$ cat src/rtl/sar_pkg.sv
// Shared types and default constants for the SAR conversion sequencer.
package sar_pkg;

  typedef enum logic [1:0] {
    ST_IDLE   = 2'd0,
    ST_SAMPLE = 2'd1,
    ST_CONV   = 2'd2
  } sar_state_e;

  localparam int SAR_NBITS      = 10;
  localparam int SAR_SAMPLE_CYC = 4;
  localparam int SAR_CMP_CYC    = 2;

endpackage

$ cat src/rtl/sar_phase_cnt.sv
// Loadable down-counter with a terminal-count flag. It stops at zero
// instead of wrapping, so tc stays high until the next load.
module sar_phase_cnt #(
  parameter int W = 3
) (
  input  logic         clk,
  input  logic         rst_n,
  input  logic         load,
  input  logic [W-1:0] load_val,
  output logic [W-1:0] count,
  output logic         tc
);

  // Load takes priority; otherwise count down and hold at zero.
  always_ff @(posedge clk or negedge rst_n) begin
    if (!rst_n) begin
      count <= '0;
    end else if (load) begin
      count <= load_val;
    end else if (count != '0) begin
      count <= count - 1'b1;
    end
  end

  assign tc = (count == '0);

endmodule

$ cat src/rtl/sar_conv_seq.sv
// SAR conversion sequencer: sample phase, then one comparator-clock burst
// per bit (MSB first), capturing decisions into the trial DAC code.
//
// Handshake: start is a request sampled only while IDLE (no ready is
// returned; a start seen while busy is dropped). valid is a one-cycle
// strobe qualifying result; there is no back-pressure on the output.
// All outputs come straight from flops.
module sar_conv_seq
  import sar_pkg::*;
#(
  parameter int NBITS      = SAR_NBITS,
  parameter int SAMPLE_CYC = SAR_SAMPLE_CYC,
  parameter int CMP_CYC    = SAR_CMP_CYC
) (
  input  logic             clk,
  input  logic             rst_n,
  input  logic             start,
  input  logic             abort,
  input  logic             cmp_out,
  output logic             sample_en,
  output logic             cmp_clk_en,
  output logic [NBITS-1:0] dac_code,
  output logic [NBITS-1:0] result,
  output logic             valid,
  output logic             busy
);

  localparam int BW = $clog2(NBITS);
  localparam int PW = $clog2(CMP_CYC) + 1;
  localparam int SW = $clog2(SAMPLE_CYC) + 1;
  // One counter times both phases, so size it for the longer load value.
  localparam int CW = (SW > PW) ? SW : PW;

  sar_state_e       state, state_nxt;
  logic [BW-1:0]    bit_idx, bit_nxt, bit_dn;
  logic [NBITS-1:0] dac_nxt, dac_dec, result_nxt;
  logic             valid_nxt, busy_nxt, sample_nxt, cmp_nxt;
  logic             cnt_load;
  logic [CW-1:0]    cnt_load_val, cnt_val;
  logic             cnt_tc;

  sar_phase_cnt #(.W(CW)) u_phase_cnt (
    .clk      (clk),
    .rst_n    (rst_n),
    .load     (cnt_load),
    .load_val (cnt_load_val),
    .count    (cnt_val),
    .tc       (cnt_tc)
  );

  // State register and registered outputs.
  always_ff @(posedge clk or negedge rst_n) begin
    if (!rst_n) begin
      state      <= ST_IDLE;
      bit_idx    <= '0;
      dac_code   <= '0;
      result     <= '0;
      valid      <= 1'b0;
      busy       <= 1'b0;
      sample_en  <= 1'b0;
      cmp_clk_en <= 1'b0;
    end else begin
      state      <= state_nxt;
      bit_idx    <= bit_nxt;
      dac_code   <= dac_nxt;
      result     <= result_nxt;
      valid      <= valid_nxt;
      busy       <= busy_nxt;
      sample_en  <= sample_nxt;
      cmp_clk_en <= cmp_nxt;
    end
  end

  // Next-state and next-output logic; abort overrides everything outside IDLE.
  always_comb begin
    state_nxt    = state;
    bit_nxt      = bit_idx;
    dac_nxt      = dac_code;
    result_nxt   = result;
    valid_nxt    = 1'b0;
    busy_nxt     = busy;
    sample_nxt   = sample_en;
    cmp_nxt      = cmp_clk_en;
    cnt_load     = 1'b0;
    cnt_load_val = '0;
    bit_dn       = bit_idx - 1'b1;
    // Current code with this bit's comparator decision applied.
    dac_dec      = dac_code;
    if (cmp_out) dac_dec[bit_idx] = 1'b0;

    case (state)
      ST_IDLE: begin
        if (start) begin
          state_nxt    = ST_SAMPLE;
          busy_nxt     = 1'b1;
          sample_nxt   = 1'b1;
          dac_nxt      = '0;
          cnt_load     = 1'b1;
          cnt_load_val = CW'(SAMPLE_CYC - 1);
        end
      end
      ST_SAMPLE: begin
        if (cnt_tc) begin
          state_nxt          = ST_CONV;
          sample_nxt         = 1'b0;
          cmp_nxt            = 1'b1;
          bit_nxt            = BW'(NBITS - 1);
          dac_nxt            = '0;
          dac_nxt[NBITS-1]   = 1'b1;
          cnt_load           = 1'b1;
          cnt_load_val       = CW'(CMP_CYC - 1);
        end
      end
      ST_CONV: begin
        if (cnt_tc) begin
          if (bit_idx == '0) begin
            state_nxt  = ST_IDLE;
            result_nxt = dac_dec;
            valid_nxt  = 1'b1;
            busy_nxt   = 1'b0;
            cmp_nxt    = 1'b0;
            dac_nxt    = dac_dec;
          end else begin
            // Next bit starts at phase 0 with no gap in the burst.
            bit_nxt         = bit_dn;
            dac_nxt         = dac_dec;
            dac_nxt[bit_dn] = 1'b1;
            cnt_load        = 1'b1;
            cnt_load_val    = CW'(CMP_CYC - 1);
          end
        end
      end
      default: state_nxt = ST_IDLE;
    endcase

    if (abort && (state != ST_IDLE)) begin
      state_nxt  = ST_IDLE;
      busy_nxt   = 1'b0;
      sample_nxt = 1'b0;
      cmp_nxt    = 1'b0;
      dac_nxt    = '0;
      valid_nxt  = 1'b0;
      result_nxt = result;
      cnt_load   = 1'b0;
    end
  end

endmodule

$ cat config.mk
export PLATFORM = sky130hd
export DESIGN_NAME = sar_conv_seq
export DESIGN_NICKNAME = d
export VERILOG_FILES = /design/src/rtl/sar_pkg.sv /design/src/rtl/sar_phase_cnt.sv /design/src/rtl/sar_conv_seq.sv
export SDC_FILE = /design/constraint.sdc
export NUM_CORES = 1
export LEC_CHECK = 0
export BUFFER_PORTS_ARGS = -buffer_cell sky130_fd_sc_hd__buf_2
export CORE_MARGIN = 2
export CORE_UTILIZATION = 60
export CTS_BUF_LIST = sky130_fd_sc_hd__clkbuf_8
export CTS_CLUSTER_SIZE = 16
export DETAILED_ROUTE_END_ITERATION = 8
export GPL_TIMING_DRIVEN = 0
export PLACE_DENSITY = 0.83
export SLEW_MARGIN = 25
export SYNTH_ARGS = -nofsm -noshare
export SYNTH_HDL_FRONTEND = slang
export SYNTH_SLANG_ARGS = --single-unit
$ cat constraint.sdc
create_clock -name clk -period 6.3 [get_ports clk]
set_clock_uncertainty 0.1 [all_clocks]
set_input_delay 0.63 -clock clk [delete_from_list [all_inputs] [get_ports clk]]
set_output_delay 0.63 -clock clk [all_outputs]
set_load 0.01 [all_outputs]
# Yosys cells after proc, flatten, opt, wreduce, memory -nomap -nowiden
# Cells that the tools add are included.
op_classes:
  muxes: 49
  bitwise: 4
  n_eq_ne: 9
  reduce_logical: 21
  order_cmp: 4
  n_addsub: 2
ops:
  columns: ["op", "n"]
  rows:
  - ["2-to-1 mux 10 bit", 6]
  - ["case mux 10 bit (3 select lines)", 1]
  - ["AND reduction 4 bit", 6]
  - ["2-to-1 mux 1 bit", 22]
  - ["2-to-1 mux 2 bit", 6]
  - ["2-to-1 mux 4 bit", 3]
  - ["!= test 3 bit, second input constant", 4]
  - ["case mux 2 bit (3 select lines)", 2]
  - ["nonzero test 3 bit", 4]
  - ["bitwise AND 10 bit", 1]
  - ["less-than comparator 4 x 5 -> 1 bit, second input constant", 2]
  - ["inverter 10 bit", 1]
  - ["bitwise OR 10 bit", 1]
  - ["demux 1 bit (select 4 bit)", 2]
  - ["greater-or-equal comparator 4 x 1 -> 1 bit, second input constant", 2]
  - ["case mux 4 bit (2 select lines)", 1]
  - ["2-to-1 mux 3 bit", 2]
  - ["!= test 2 bit, second input constant", 3]
  - ["case mux 1 bit (2 select lines)", 3]
  - ["nonzero test 2 bit", 3]
  - ["logical NOT 4 bit", 1]
  - ["nonzero test 4 bit", 1]
  - ["subtractor 4 x 1 -> 4 bit, second input constant", 1]
  - ["logical AND 1 bit", 3]
  - ["8 further kinds", 8]
word_totals:
  register_bits: 33

# Longest topological paths before layout
logic_depth:
  ltp_word: 12
  mapped_depth: 9
  ltp_nobuf: 8

# Hierarchy
# Synthesis repeated with hierarchy kept, for this count alone.
hier_totals:
  cells_unflattened: 215
  area_unflattened_um2: 1969.4
by_module_without_submodules:
  columns: ["module", "cells_each", "n_inst", "area_each_um2", "seq_area_each_um2"]
  rows:
  - ["sar_conv_seq", 194, 1, 1767.9, 750.7]
  - ["sar_phase_cnt", 21, 1, 201.4, 75.1]

# Worst setup path before layout
# No wires, ideal clock.
synth_timing:
  path_kind: "register to register"
  from: "register state[0]"
  to: "register dac_code[4]"
  t_required_ps: 6079
  path_stages_with_launch: 9
  arrival_time_ps: 1776
  path_slack_ps: 4303
  cell_sequence: "dfrtp_1 -> inv_1 -> ha_1 -> and2_4 -> a211oi_2 -> nor4_4 -> buf_6 -> a21o_1 -> a22o_2"
synth_between:
  elab_chain_cells: 4
  elab_cells_between_ends: 12
  cone_classes: "5 x eq/ne; 2 x mux; 5 x reduce/logical"
synth_rtl:
  columns: ["element", "line_no", "rtl"]
  rows:
  - ["start, declared", "sar_conv_seq.sv:34", "sar_state_e state, state_nxt;"]
  - ["start signal, assigned", "sar_conv_seq.sv:63", "state <= state_nxt;"]
  - ["nonzero test 2 bit", "sar_conv_seq.sv:136", "if (abort && (state != ST_IDLE)) begin"]
  - ["logical AND 1 bit", "sar_conv_seq.sv:136", null]
  - ["!= test 3 bit (no line) / nonzero test 4 bit (equally long branches)", null, null]
  - ["AND reduction 4 bit (no line)", null, null]
  - ["end signal, assigned", "sar_conv_seq.sv:65", "dac_code <= dac_nxt;"]
  - ["end, declared", "sar_conv_seq.sv:22", "output logic [NBITS-1:0] dac_code,"]
# Several ways; a longest one is shown, not always the timed one.
# A chain may end at the register's enable or synchronous reset.

# Worst setup path after layout
# Ends and elaborated chain as after synthesis.

==> impl_metrics.ini <==
[run_status]
run_status = complete, no violations

[clock_tree]
cts_resized = 0
path_clk_slew_ns = 0.07
clk_latency_ns = 0.29
cts.sinks = 33
cts_tree = yes
ctsHoldBuffers = 0
cts-htree-levels = 2
cts_buffers = 5
clockBufferDepth = 2
root_buffer = clkbuf_8
post_cts_buffers = 0

[detailed_routing]
routed-via-count = 1685
drt.antenna.violating_nets = 0
dr.pass1.iters = 4
drtIter0Drc = 95
vias_per_cell = 5.67
route.detailed.drc = 0
finalWirelength_mm = 4.41
post_drt_wl_per_cell_um = 14.8

[floorplan]
fp.dieArea_sq_mm = 0.00377
die_height_um = 61.4
ioPinCount = 29
initial_core_util_pct = 63.8
rows = 20
coreArea_sq_mm = 0.00310
die_w_um = 61.4

[synthesis]
netlist_area_sq_mm = 0.00198
async_flop_share_pct = 100
synth-seq-cells = 33
synthTopCellsByArea = dfrtp_1 42%, nand2_1 7.6%, ha_1 7.0%
netlist_instances = 218
avgSynthCellArea_sq_um = 9.08
synth-edff-count = 0
yosys.area.top_type = dfrtp_1
yosys_warnings = 0
synth.top_cell.area_share_pct = 41.7
syn_nets = 234
synth_cell_type_count = 48
synth_top_flop_cell = dfrtp_1
seq_area_frac_synth_pct = 41.7

[cells_and_area]
diodes = 0
layout-drive-gt1-share_pct = 22.9
nFillCells = 248
area_delta_synth_final_pct = 15.5
num-nets-final = 268

[critical_path]
cp.arrival_ns = 2.33
r2r_start = state[0]$_DFFE_PN0P_
cp.required_ns = 6.38
reg2reg_depth = 8
rrSetupSlack_ns = 4.04
critPathMaxFanout = 10
crit_type = reg2reg
reg2reg_to = dac_code[4]$_DFFE_PN0P_
critPathLaunch = state[0]$_DFFE_PN0P_
cp-endpoint = dac_code[4]$_DFFE_PN0P_
crit_path_start_kind = flip-flop
endpoint_kind = flip-flop

[global_routing]
grt_max_degree = 34
grt_use_total_pct = 26.5
antenna_found_initial = 0
grt_pass1_vias = 1546
grt_pass1_wl_mm = 7.27
overflow = 0

[timing]
setup_violations = 0
clock.fmax_mhz = 443
tns_ns = 0
period_share_pct = 35.9
slew_headroom_pct = 51.1
worstMarginPinSlew_ns = 0.733
period_needed_ns = 2.26
fin_ws_ns = 4.04
slew_violations = 0
rsz0062_at_grt = no
hold_viol = 0

[placed_design]
routabilityCongestion = 0.892
port_buffers = 27
post-place-ws_ns = 4.11
hpwl_mm = 3.20

[pwr]
vdd_drop_max_mv = 0.272
power_leakage_nw = 1.12
p_total_w = 0.000900
powerDensity_mw_per_mm2 = 394

[hold_path]
hp-class = in2async

[flow_run]
drv_cap = 0
==> worst max-delay path: stages, from the launching register on <==
cell,delay (ns)
dfrtp_1,0.47
inv_1,0.13
ha_1,0.34
and2_4,0.20
a211oi_2,0.28
nor4_4,0.09
buf_6,0.15
a21o_1,0.16
a22o_2,0.21
==> synth_stat cells (all sizes together), types with 2 or more instances <==
master	number
nand2	40
o211ai	2
inv	10
clkbuf	4
a22o	9
nor2	9
nor3	3
and2	4
nand3	12
o31ai	3
buf	7
ha	11
o22ai	3
a211o	2
nand2b	8
nor2b	3
dfrtp	33
a21oi	7
o21ai	23
a21o	5
a31oi	2
==> cells by family after synthesis <==
group           count (synthesis)  share of synthesized area [%]
flops                          33                           41.7
compound gates                 63                           21.8
xor+xnor                        1                          0.443
fa+ha+maj                      11                           6.95
mux                             2                           1.26
simple gates                   87                           22.3
buf+inv                        21                           5.50
==> layout by cell type, fill, tap and decap left out, drive strengths merged, types with 2 or more instances in the layout <==
master | Yosys | layout
a211o | 2 | 2
a21o | 5 | 5
a21oi | 7 | 7
a22o | 9 | 9
a31oi | 2 | 2
and2 | 4 | 4
buf | 7 | 34
clkbuf | 4 | 10
dfrtp | 33 | 33
ha | 11 | 11
inv | 10 | 11
nand2 | 40 | 40
nand2b | 8 | 8
nand3 | 12 | 12
nor2 | 9 | 9
nor2b | 3 | 3
nor3 | 3 | 3
o211ai | 2 | 2
o21ai | 23 | 23
o22ai | 3 | 3
o31ai | 3 | 3
==> registers in the layout, summed over array words and instances (netlist names) <==
register	count
valid	1
bit_idx	4
busy	1
state	2
sample_en	1
dac_code	10
result	10
cmp_clk_en	1
u_phase_cnt.count	3
==> cell type report <==
class | count | area (sq um) | share of cell area, %
Tap cell | 44 | 55.1 | 2.41
Multi-Input combinational cell | 164 | 1040 | 45.7
Buffer | 11 | 71.3 | 3.12
Inverter | 10 | 37.5 | 1.64
Timing Repair Buffer | 27 | 135 | 5.91
Clock buffer | 6 | 82.6 | 3.61
Sequential cell | 33 | 826 | 36.1
Clock inverter | 2 | 33.8 | 1.48
==> worst min-delay path by stage <==
stage / start / cells after the start / slack (ns) / to
6_report: rst_n / 1 / 0.29 / state[0]$_DFFE_PN0P_
5_1_grt: rst_n / 1 / 0.37 / state[0]$_DFFE_PN0P_
2_1_floorplan: rst_n / 0 / 0.23 / bit_idx[0]$_DFFE_PN0P_
3_3_place_gp: result[6]$_DFFE_PN0P_ / 2 / 0.36 / result[6]$_DFFE_PN0P_
3_5_place_dp: result[8]$_DFFE_PN0P_ / 2 / 0.37 / result[8]$_DFFE_PN0P_
4_1_cts: rst_n / 1 / 0.32 / dac_code[9]$_DFFE_PN0P_
==> per-stage QoR <==
stage	area, sq um	cells	utilization (%)	hold slack, ns
6_report	2290	297	73.7	0.293
5_1_grt	2290	297	73.7	0.369
4_1_cts	2290	297	73.7	0.323
3_5_place_dp	2170	289	69.9	0.365
3_3_place_gp	2170	289	69.9	0.357
2_1_floorplan	1980	218	-	0.234
==> power breakdown <==
part	internal (W)	total, W	switching, W
Sequential	0.000243	0.000275	0.0000324
Combinational	0.000179	0.000419	0.000240
Clock	0.000127	0.000206	0.0000783
Total	0.000549	0.000900	0.000351
==> layer usage <==
layer,vias to the layer above,GRT usage (%),wire (um)
met5,-,0,0
met4,0,6.99,43
met3,5,6.30,293
met2,60,42.1,2070
li1,840,-,-
met1,780,36.7,2010
No activity file was read; power rests on OpenSTA's default activity.
